==> config.mk <==
export PLATFORM = sky130hd
export DESIGN_NAME = fifo_sync_prog_flat
export DESIGN_NICKNAME = d
export VERILOG_FILES = /design/src/rtl/fifo_pkg.sv /design/src/rtl/fifo_sync_prog_if.sv /design/src/rtl/fifo_sdp_ram.sv /design/src/rtl/fifo_sync_prog.sv /design/src/flat_wrapper.sv
export SDC_FILE = /design/constraint.sdc
export NUM_CORES = 1
export LEC_CHECK = 0
export ABC_AREA = 1
export CAP_MARGIN = 0
export CORE_MARGIN = 3
export CORE_UTILIZATION = 40
export CTS_CLUSTER_SIZE = 16
export DETAILED_ROUTE_END_ITERATION = 7
export PLACE_DENSITY_LB_ADDON = 0.25
export SETUP_SLACK_MARGIN = 0.2
export SYNTH_ARGS = -nofsm -noshare
export SYNTH_HDL_FRONTEND = slang
export SYNTH_SLANG_ARGS = --single-unit
==> constraint.sdc <==
create_clock -name clk -period 2.3 [get_ports clk]
set_input_delay 0.345 -clock clk [delete_from_list [all_inputs] [get_ports clk]]
set_output_delay 0.345 -clock clk [all_outputs]
set_load 0.01 [all_outputs]
==> src/rtl/fifo_pkg.sv <==
// Shared types and helpers for the programmable synchronous FIFO.
package fifo_pkg;

  typedef enum logic {
    FIFO_STD  = 1'b0,
    FIFO_FWFT = 1'b1
  } fifo_mode_e;

  // Explicit wrap so non-power-of-two depths need no masking.
  function automatic logic [31:0] ptr_inc(input logic [31:0] ptr, input logic [31:0] depth);
    return (ptr == depth - 32'd1) ? 32'd0 : ptr + 32'd1;
  endfunction

  function automatic bit params_ok(input int width, input int depth, input int fwft);
    return (width >= 1) && (depth >= 2) && ((fwft == 0) || (fwft == 1));
  endfunction

endpackage

==> src/rtl/fifo_sync_prog_if.sv <==
// Handshake, threshold and status bundle between a FIFO and its user.
interface fifo_sync_prog_if #(
  parameter int WIDTH = 8,
  parameter int DEPTH = 16
);
  localparam int CW = $clog2(DEPTH + 1);

  logic [WIDTH-1:0] din;
  logic             wr_en;
  logic             rd_en;
  logic [CW-1:0]    af_thresh;
  logic [CW-1:0]    ae_thresh;
  logic [WIDTH-1:0] dout;
  logic             valid;
  logic             full;
  logic             empty;
  logic             almost_full;
  logic             almost_empty;
  logic             overflow;
  logic             underflow;
  logic [CW-1:0]    data_count;

  modport master (
    output din, wr_en, rd_en, af_thresh, ae_thresh,
    input  dout, valid, full, empty, almost_full, almost_empty,
           overflow, underflow, data_count
  );

  modport slave (
    input  din, wr_en, rd_en, af_thresh, ae_thresh,
    output dout, valid, full, empty, almost_full, almost_empty,
           overflow, underflow, data_count
  );
endinterface

==> src/rtl/fifo_sdp_ram.sv <==
// Simple dual-port WIDTH x DEPTH storage; read port is combinational or registered by mode.
module fifo_sdp_ram
  import fifo_pkg::*;
#(
  parameter int         WIDTH = 8,
  parameter int         DEPTH = 16,
  parameter fifo_mode_e MODE  = FIFO_FWFT,
  parameter int         AW    = $clog2(DEPTH)
) (
  input  logic             clk,
  input  logic             rst_n,
  input  logic             we_i,
  input  logic [AW-1:0]    waddr_i,
  input  logic [WIDTH-1:0] wdata_i,
  input  logic             re_i,
  input  logic [AW-1:0]    raddr_i,
  output logic [WIDTH-1:0] rdata_o
);

  logic [WIDTH-1:0] mem_q [DEPTH];

  always_ff @(posedge clk) begin
    if (we_i) mem_q[waddr_i] <= wdata_i;
  end

  if (MODE == FIFO_FWFT) begin : g_async_rd
    logic unused_rd;
    assign unused_rd = re_i ^ rst_n;
    assign rdata_o   = mem_q[raddr_i];
  end else begin : g_reg_rd
    logic [WIDTH-1:0] rdata_q;
    // Output register resets to zero and holds between accepted reads.
    always_ff @(posedge clk or negedge rst_n) begin
      if (!rst_n)    rdata_q <= '0;
      else if (re_i) rdata_q <= mem_q[raddr_i];
    end
    assign rdata_o = rdata_q;
  end

endmodule

==> src/rtl/fifo_sync_prog.sv <==
// Single-clock FIFO with FWFT/standard read, any depth, programmable flags and error pulses.
module fifo_sync_prog
  import fifo_pkg::*;
#(
  parameter int WIDTH = 8,
  parameter int DEPTH = 16,
  parameter int FWFT  = 1,
  parameter int CW    = $clog2(DEPTH + 1)
) (
  input logic            clk,
  input logic            arst_n,
  fifo_sync_prog_if.slave bus
);

  localparam int         AW   = $clog2(DEPTH);
  localparam fifo_mode_e MODE = (FWFT == 1) ? FIFO_FWFT : FIFO_STD;

  if (!params_ok(WIDTH, DEPTH, FWFT)) begin : g_param_err
    $error("fifo_sync_prog: need WIDTH>=1, DEPTH>=2, FWFT in {0,1}");
  end

  logic [1:0]    rst_sync_q;
  logic          run;
  logic [AW-1:0] wr_ptr_q, wr_ptr_d;
  logic [AW-1:0] rd_ptr_q, rd_ptr_d;
  logic [CW-1:0] count_q, count_d;
  logic          ovf_q, udf_q, vld_q;
  logic          full, empty, wr_acc, rd_acc;

  assign run    = rst_sync_q[1];
  assign full   = (count_q == CW'(DEPTH));
  assign empty  = (count_q == '0);
  assign wr_acc = run && bus.wr_en && !full;
  assign rd_acc = run && bus.rd_en && !empty;

  always_comb begin
    wr_ptr_d = wr_acc ? AW'(ptr_inc(32'(wr_ptr_q), DEPTH)) : wr_ptr_q;
    rd_ptr_d = rd_acc ? AW'(ptr_inc(32'(rd_ptr_q), DEPTH)) : rd_ptr_q;
    count_d  = count_q;
    case ({wr_acc, rd_acc})
      2'b10:   count_d = count_q + CW'(1);
      2'b01:   count_d = count_q - CW'(1);
      default: count_d = count_q;
    endcase
  end

  // Release is retimed through two flops; requests are ignored until run rises.
  always_ff @(posedge clk or negedge arst_n) begin
    if (!arst_n) begin
      rst_sync_q <= 2'b00;
      wr_ptr_q   <= '0;
      rd_ptr_q   <= '0;
      count_q    <= '0;
      ovf_q      <= 1'b0;
      udf_q      <= 1'b0;
      vld_q      <= 1'b0;
    end else begin
      rst_sync_q <= {rst_sync_q[0], 1'b1};
      wr_ptr_q   <= wr_ptr_d;
      rd_ptr_q   <= rd_ptr_d;
      count_q    <= count_d;
      ovf_q      <= run && bus.wr_en && full;
      udf_q      <= run && bus.rd_en && empty;
      vld_q      <= rd_acc;
    end
  end

  fifo_sdp_ram #(
    .WIDTH (WIDTH),
    .DEPTH (DEPTH),
    .MODE  (MODE),
    .AW    (AW)
  ) u_ram (
    .clk     (clk),
    .rst_n   (arst_n),
    .we_i    (wr_acc),
    .waddr_i (wr_ptr_q),
    .wdata_i (bus.din),
    .re_i    (rd_acc),
    .raddr_i (rd_ptr_q),
    .rdata_o (bus.dout)
  );

  assign bus.valid        = (MODE == FIFO_FWFT) ? !empty : vld_q;
  assign bus.full         = full;
  assign bus.empty        = empty;
  assign bus.almost_full  = (count_q >= bus.af_thresh);
  assign bus.almost_empty = (count_q <= bus.ae_thresh);
  assign bus.overflow     = ovf_q;
  assign bus.underflow    = udf_q;
  assign bus.data_count   = count_q;

endmodule

==> src/flat_wrapper.sv <==
// flat-port wrapper written by rule: the top's interface ports become plain ports
module fifo_sync_prog_flat import fifo_pkg::*;
#(
  parameter int WIDTH = 8,
  parameter int DEPTH = 16,
  parameter int FWFT  = 1,
  parameter int CW    = $clog2(DEPTH + 1)
)
  (clk, arst_n, bus_din, bus_wr_en, bus_rd_en, bus_af_thresh, bus_ae_thresh, bus_dout, bus_valid, bus_full, bus_empty, bus_almost_full, bus_almost_empty, bus_overflow, bus_underflow, bus_data_count);
  fifo_sync_prog_if #(.WIDTH(WIDTH), .DEPTH(DEPTH)) bus_i ();
  input logic clk;
  input logic arst_n;
  input wire logic [$bits(bus_i.din)-1:0] bus_din;
  input wire logic [$bits(bus_i.wr_en)-1:0] bus_wr_en;
  input wire logic [$bits(bus_i.rd_en)-1:0] bus_rd_en;
  input wire logic [$bits(bus_i.af_thresh)-1:0] bus_af_thresh;
  input wire logic [$bits(bus_i.ae_thresh)-1:0] bus_ae_thresh;
  output wire logic [$bits(bus_i.dout)-1:0] bus_dout;
  output wire logic [$bits(bus_i.valid)-1:0] bus_valid;
  output wire logic [$bits(bus_i.full)-1:0] bus_full;
  output wire logic [$bits(bus_i.empty)-1:0] bus_empty;
  output wire logic [$bits(bus_i.almost_full)-1:0] bus_almost_full;
  output wire logic [$bits(bus_i.almost_empty)-1:0] bus_almost_empty;
  output wire logic [$bits(bus_i.overflow)-1:0] bus_overflow;
  output wire logic [$bits(bus_i.underflow)-1:0] bus_underflow;
  output wire logic [$bits(bus_i.data_count)-1:0] bus_data_count;
  assign bus_i.din = bus_din;
  assign bus_i.wr_en = bus_wr_en;
  assign bus_i.rd_en = bus_rd_en;
  assign bus_i.af_thresh = bus_af_thresh;
  assign bus_i.ae_thresh = bus_ae_thresh;
  assign bus_dout = bus_i.dout;
  assign bus_valid = bus_i.valid;
  assign bus_full = bus_i.full;
  assign bus_empty = bus_i.empty;
  assign bus_almost_full = bus_i.almost_full;
  assign bus_almost_empty = bus_i.almost_empty;
  assign bus_overflow = bus_i.overflow;
  assign bus_underflow = bus_i.underflow;
  assign bus_data_count = bus_i.data_count;
  fifo_sync_prog #(.WIDTH(WIDTH), .DEPTH(DEPTH), .FWFT(FWFT), .CW(CW)) u_core (.clk(clk), .arst_n(arst_n), .bus(bus_i));
endmodule
Word level (Yosys, flattened, before mapping)
Memories as Yosys holds them, arrays and structs flattened.
Index checks and enable logic that the tools add are counted.
- bits in registers: 17
- bits in writable memories: 128
- input port bits: 22
- output and inout bits: 20
- memories: 1
- memory list (name ; words ; width ; read ports ; clocked after memory_dff ; wr ports ; RTL line ; text):
    u_core.u_ram.mem_q ; 16 ; 8 ; 1 ; 0 ; 1 ; fifo_sdp_ram.sv:20 ; logic [WIDTH-1:0] mem_q [DEPTH];
- $add $sub $neg: 4
- magnitude comparators: 2
- equal/unequal tests: 5
- multiplexer cells: 5
- reductions and logical operators: 10
- operators by type and width (kind ; number):
    one-hot mux 5 bit (2 select lines) ; 1
    adder 4 x 1 -> 4 bit (second input constant) ; 2
    == test 4 bit (second input constant) ; 2
    two-way mux 4 bit ; 2
    logical AND 1 bit ; 6
    adder 5 x 1 -> 5 bit (second input constant) ; 1
    == test 5 bit (second input constant) ; 1
    >= comparator 5 bit ; 1
    <= comparator 5 bit ; 1
    zero test 5 bit ; 1
    subtractor 5 x 1 -> 5 bit (second input constant) ; 1
    == test 2 x 1 -> 1 bit (second input constant) ; 1
    == test 2 bit (second input constant) ; 1
    zero test 1 bit ; 2
    two-way mux 1 bit ; 2
    nonzero test 2 bit ; 1

Depth between registers and ports, before layout
- depth in word-level cells: 5
- gate-level depth with buffers: 16

Hierarchy
Synthesis repeated with hierarchy kept, for this count alone.
- cell total of the unflattened synthesis: 696
- area, all modules: 6814.0 um^2
- by module, submodules not included (module ; instances ; cells an instance ; area an instance (um^2) ; seq. area each (um^2)):
    fifo_sdp_ram ; 1 ; 543 ; 5606.6 ; 3843.7
    fifo_sync_prog ; 1 ; 153 ; 1207.4 ; 425.4

Worst setup path before layout
Ideal clock, no wire load.
- path type: register to register
- from: register u_core.count_q[2], in the netlist u_core.bus.data_count[2]
- to: register u_core.count_q[4], in the netlist u_core.bus.data_count[4]
- library setup time: 117 ps
- arrival: 2023 ps
- data required time: 2183 ps
- path slack: 160 ps
- stages on the path, launching flop included: 17
- path buffers: 0
- cells stage by stage: dfrtp_1 -> nor2_2 -> nand4_2 -> nand2_1 -> inv_1 -> ha_1 -> nand2_1 -> inv_1 -> nor2_1 -> ha_1 -> inv_1 -> nand2_1 -> nand3_1 -> nand2_1 -> nand2_1 -> nand3_1 -> nand2_1
- word-level cells in the longest chain between the ends: 5
- elaborated cells on any way between the ends: 12
- those cells by class: add/sub (2); eq/ne (3); mux (1); reduce/logical (6)
- ends and longest elaborated chain (element ; RTL line ; text):
    start: declaration ; fifo_sync_prog.sv:26 ; logic [CW-1:0] count_q, count_d;
    start signal: assignment ; fifo_sync_prog.sv:61 ; count_q <= count_d;
    zero test 5 bit (*) ; fifo_sync_prog.sv:32 ; assign empty = (count_q == '0);
    zero test 1 bit (*) ; n/a ;
    named net bus_valid ; flat_wrapper.sv:19 ; output wire logic [$bits(bus_i.valid)-1:0] bus_valid;
    logical AND 1 bit (*) ; fifo_sync_prog.sv:34 ; assign rd_acc = run && bus.rd_en && !empty;
    named net u_core.rd_acc ; fifo_sync_prog.sv:28 ; logic full, empty, wr_acc, rd_acc;
    == test 2 x 1 -> 1 bit / == test 2 bit (equally long branches) ; fifo_sync_prog.sv:40 ; case ({wr_acc, rd_acc})
    one-hot mux 5 bit (2 select lines) / nonzero test 2 bit (equally long branches) ; n/a ;
The timed path passes the listed nets; every way through them passes the cells marked *.
A chain may end at the register's enable or synchronous reset.

Worst setup path after layout
- from: register u_core.rd_ptr_q[0]
- to: output bus_dout[7]
- word-level cells in the longest chain between the ends: 1
- ends and longest elaborated chain (element ; RTL line ; text):
    start: declaration ; fifo_sync_prog.sv:25 ; logic [AW-1:0] rd_ptr_q, rd_ptr_d;
    start signal: assignment ; fifo_sync_prog.sv:60 ; rd_ptr_q <= rd_ptr_d;
    memory (16 x 8 bit) ; n/a ;
    end: declaration ; flat_wrapper.sv:18 ; output wire logic [$bits(bus_i.dout)-1:0] bus_dout;
No other way between the ends.

==> reports/qor.yml <==
status:
  status: "complete, no violations"
worst_setup_path:
  path_class: "reg2out"
  critical_path_required_ns: 1.96
  arrival_ns: 1.95
  cp_max_fo: 5
  start_kind: "flip-flop"
  crit_path_end_kind: "output pin"
global_routing:
  grt_pass1_vias: 4599
  grt_max_degree: 23
  met1_usage_pct: 22.6
  met3_usage_pct: 4.85
  grt_first_pass_wirelength_mm: 24.7
  grt_antenna_before_repair: 0
  busiest_layer: "met2"
  grt.total_usage_pct: 18.6
  overflow: 0
  use_met2_pct: 31.2
die:
  die_h_um: 132
  io_pins: 42
  initial_core_util_pct: 41.4
  fp.dieW_um: 132
  dieArea_sq_um: 17500
  rows: 45
  coreArea_sq_um: 15400
finish:
  syn_to_final_growth_pct: 35.0
  final_common_cell: "edfxtp_1"
  layout_common_cells: "edfxtp_1, nand2_1, nor2_1"
  final_util_pct: 55.9
  layout-drive-gt1-share_pct: 27.3
  n_antenna_cell: 0
  fill_cells: 1265
  num-nets-final: 723
timing:
  slew_violations: 0
  layout_min_cycle_time_ns: 2.29
  hold_viol_final: 0
  skew_ns: 0.00528
  rsz0062_at_grt: "yes"
  maxSlewHeadroom_pct: 54.6
  max_freq_mhz: 436
  post-route-period-util_pct: 99.7
  setup_viol: 0
  worst_pin_slew_ns: 0.679
  fin_ws_ns: 0.00694
drt:
  drt_pass1_iterations: 7
  num_vias: 4703
  drc_errors: 0
  routed_wl_mm: 16.0
  wl_per_cell_um: 17.7
  drtAntennaViolNets: 0
  vias_per_cell: 5.19
  drt-initial-drc-count: 356
place:
  io_buffer_count: 41
  place_hpwl_mm: 9.47
  gp_congestion: 0.784
  pre_cts_slack_ns: -0.261
clock_network:
  clkTransAtPathRegs_ns: 0.06
  cts.sinks: 145
  ctsRootBufferMaster: "clkbuf_16"
  h-tree-depth: 4
  insertion_delay_ns: 0.42
  cts_tree: "done"
  clock_path_buffers: 2
  cts_buffers: 17
  hold_buffers: 0
power:
  max-vdd-ir-drop_mv: 0.704
  p_per_area_nw_per_um2: 1250
  p_total_uw: 10800
  power.leakage_uw: 0.00333
synthesis:
  syn_area_sq_um: 6370
  synth_area_leaders: "edfxtp_1, nand2_1, dfrtp_1"
  avgSynthCellArea_sq_um: 11.2
  async_reset_ff_share_pct: 11.7
  synthFlopType: "edfxtp_1"
  synth_edf_count: 128
  synth_top_area_share_pct: 60.3
  yosysWarnings: 0
  synth-seq-cells: 145
  synth.largest_area_cell: "edfxtp_1"
  synth.yosys.seq_area_share_pct: 67.0
  synth_cell_types: 33
  synthCells: 569
  syn_nets: 610
flow_run:
  drv_cap: 0
min_path:
  hp-class: "in2async"
-- worst paths after layout --
path                                                           start                                    to  slack, ns  depth (start not counted)
worst min-delay path                                          arst_n        u_core.rst_sync_q[1]$_DFF_PN0_       0.25                          2
min in group clk                      u_core.rst_sync_q[0]$_DFF_PN0_        u_core.rst_sync_q[1]$_DFF_PN0_       0.36                          0
worst max-delay path                  u_core.rd_ptr_q[0]$_DFFE_PN0P_                           bus_dout[7]      0.007                         10
worst min register to register        u_core.rst_sync_q[0]$_DFF_PN0_        u_core.rst_sync_q[1]$_DFF_PN0_       0.36                          0
max in group asynchronous                                     arst_n  u_core.bus.data_count[2]$_DFFE_PN0P_       1.82                          2
worst max register to register  u_core.bus.data_count[3]$_DFFE_PN0P_  u_core.bus.data_count[4]$_DFFE_PN0P_       0.25                         14
-- kinds of logic (layout without fill, tap and decap cells) --
family	Yosys count	count (layout)	share of synthesized area (%)
fa+ha+maj	19	19	3.73
compound gates	104	104	9.02
other cells	1	1	0.0589
xor+xnor	3	3	0.413
simple gates	232	232	15.1
flops	145	145	67.0
buf+inv	65	191	4.66
-- critical path: stages, from the launching register on --
cell      delay (ns)
dfrtp_2         0.48
buf_12          0.18
buf_12          0.12
buf_16          0.13
nor2_4          0.07
nor2_1          0.04
o21ai_1         0.08
o211ai_1        0.15
nand2_1         0.09
nand2_1         0.05
buf_2           0.13
-- where the power goes --
| group | internal, uW | switching (uW) |
|---|---|---|
| logic | 2240 | 2600 |
| registers | 3090 | 199 |
| clock network | 1520 | 1140 |
| total | 6850 | 3940 |
-- final cells by class --
| class | instances | area (sq um) | area share (%) |
|---|---|---|---|
| clock inverters | 15 | 148 | 1.72 |
| multi-input cells | 359 | 2110 | 24.6 |
| flip-flops and latches | 145 | 4280 | 49.7 |
| clock buffers | 17 | 425 | 4.95 |
| inverters | 44 | 173 | 2.01 |
| repair buffers | 115 | 1200 | 13.9 |
| well taps | 211 | 264 | 3.07 |
-- registers in the layout (all words and copies together) (netlist names) --
name and count:
u_core.bus.underflow 1, u_core.bus.data_count 5, u_core.rd_ptr_q 4, u_core.u_ram.mem_q 128, u_core.rst_sync_q 2, u_core.wr_ptr_q 4
u_core.bus.overflow 1
-- layer usage --
metal / routed length (um) / share of wire [%]
met2: 8150 / 51
met3: 835 / 5.2
met5: 0 / 0
met4: 557 / 3.5
met1: 6460 / 40
-- synth_stat cells (2+ instances only) --
| library cell | instances |
|---|---|
| nand2_2 | 2 |
| nand4_2 | 2 |
| xor2_1 | 2 |
| o21bai_1 | 2 |
| nand3_1 | 28 |
| nand2_1 | 133 |
| inv_1 | 39 |
| ha_1 | 19 |
| buf_6 | 3 |
| a21oi_1 | 41 |
| inv_2 | 4 |
| nor2_1 | 61 |
| clkbuf_1 | 2 |
| edfxtp_1 | 128 |
| dfrtp_1 | 17 |
| nand4_1 | 2 |
| o21ai_0 | 41 |
| buf_2 | 11 |
| o211ai_1 | 15 |
| buf_4 | 4 |
-- timing repair --
item	CTS	global route
pin swaps	22	25
buffers inserted	20	11
gates resized for setup	100	63
hold endpoints to repair	0	0
setup endpoints to repair	15	13
gates cloned	5	0
-- stage by stage --
step	cells	hold slack [ns]	TNS [ns]	cell area, sq um
after detailed placement	838	0.348	-0.339	7240
after CTS	895	0.244	0	8320
after global routing	906	0.271	-0.391	8600
final	906	0.252	0	8600
after floorplan	569	0.0494	0	6370
after global placement	838	0.339	-0.279	7240
(Power assumes the default switching activity.)
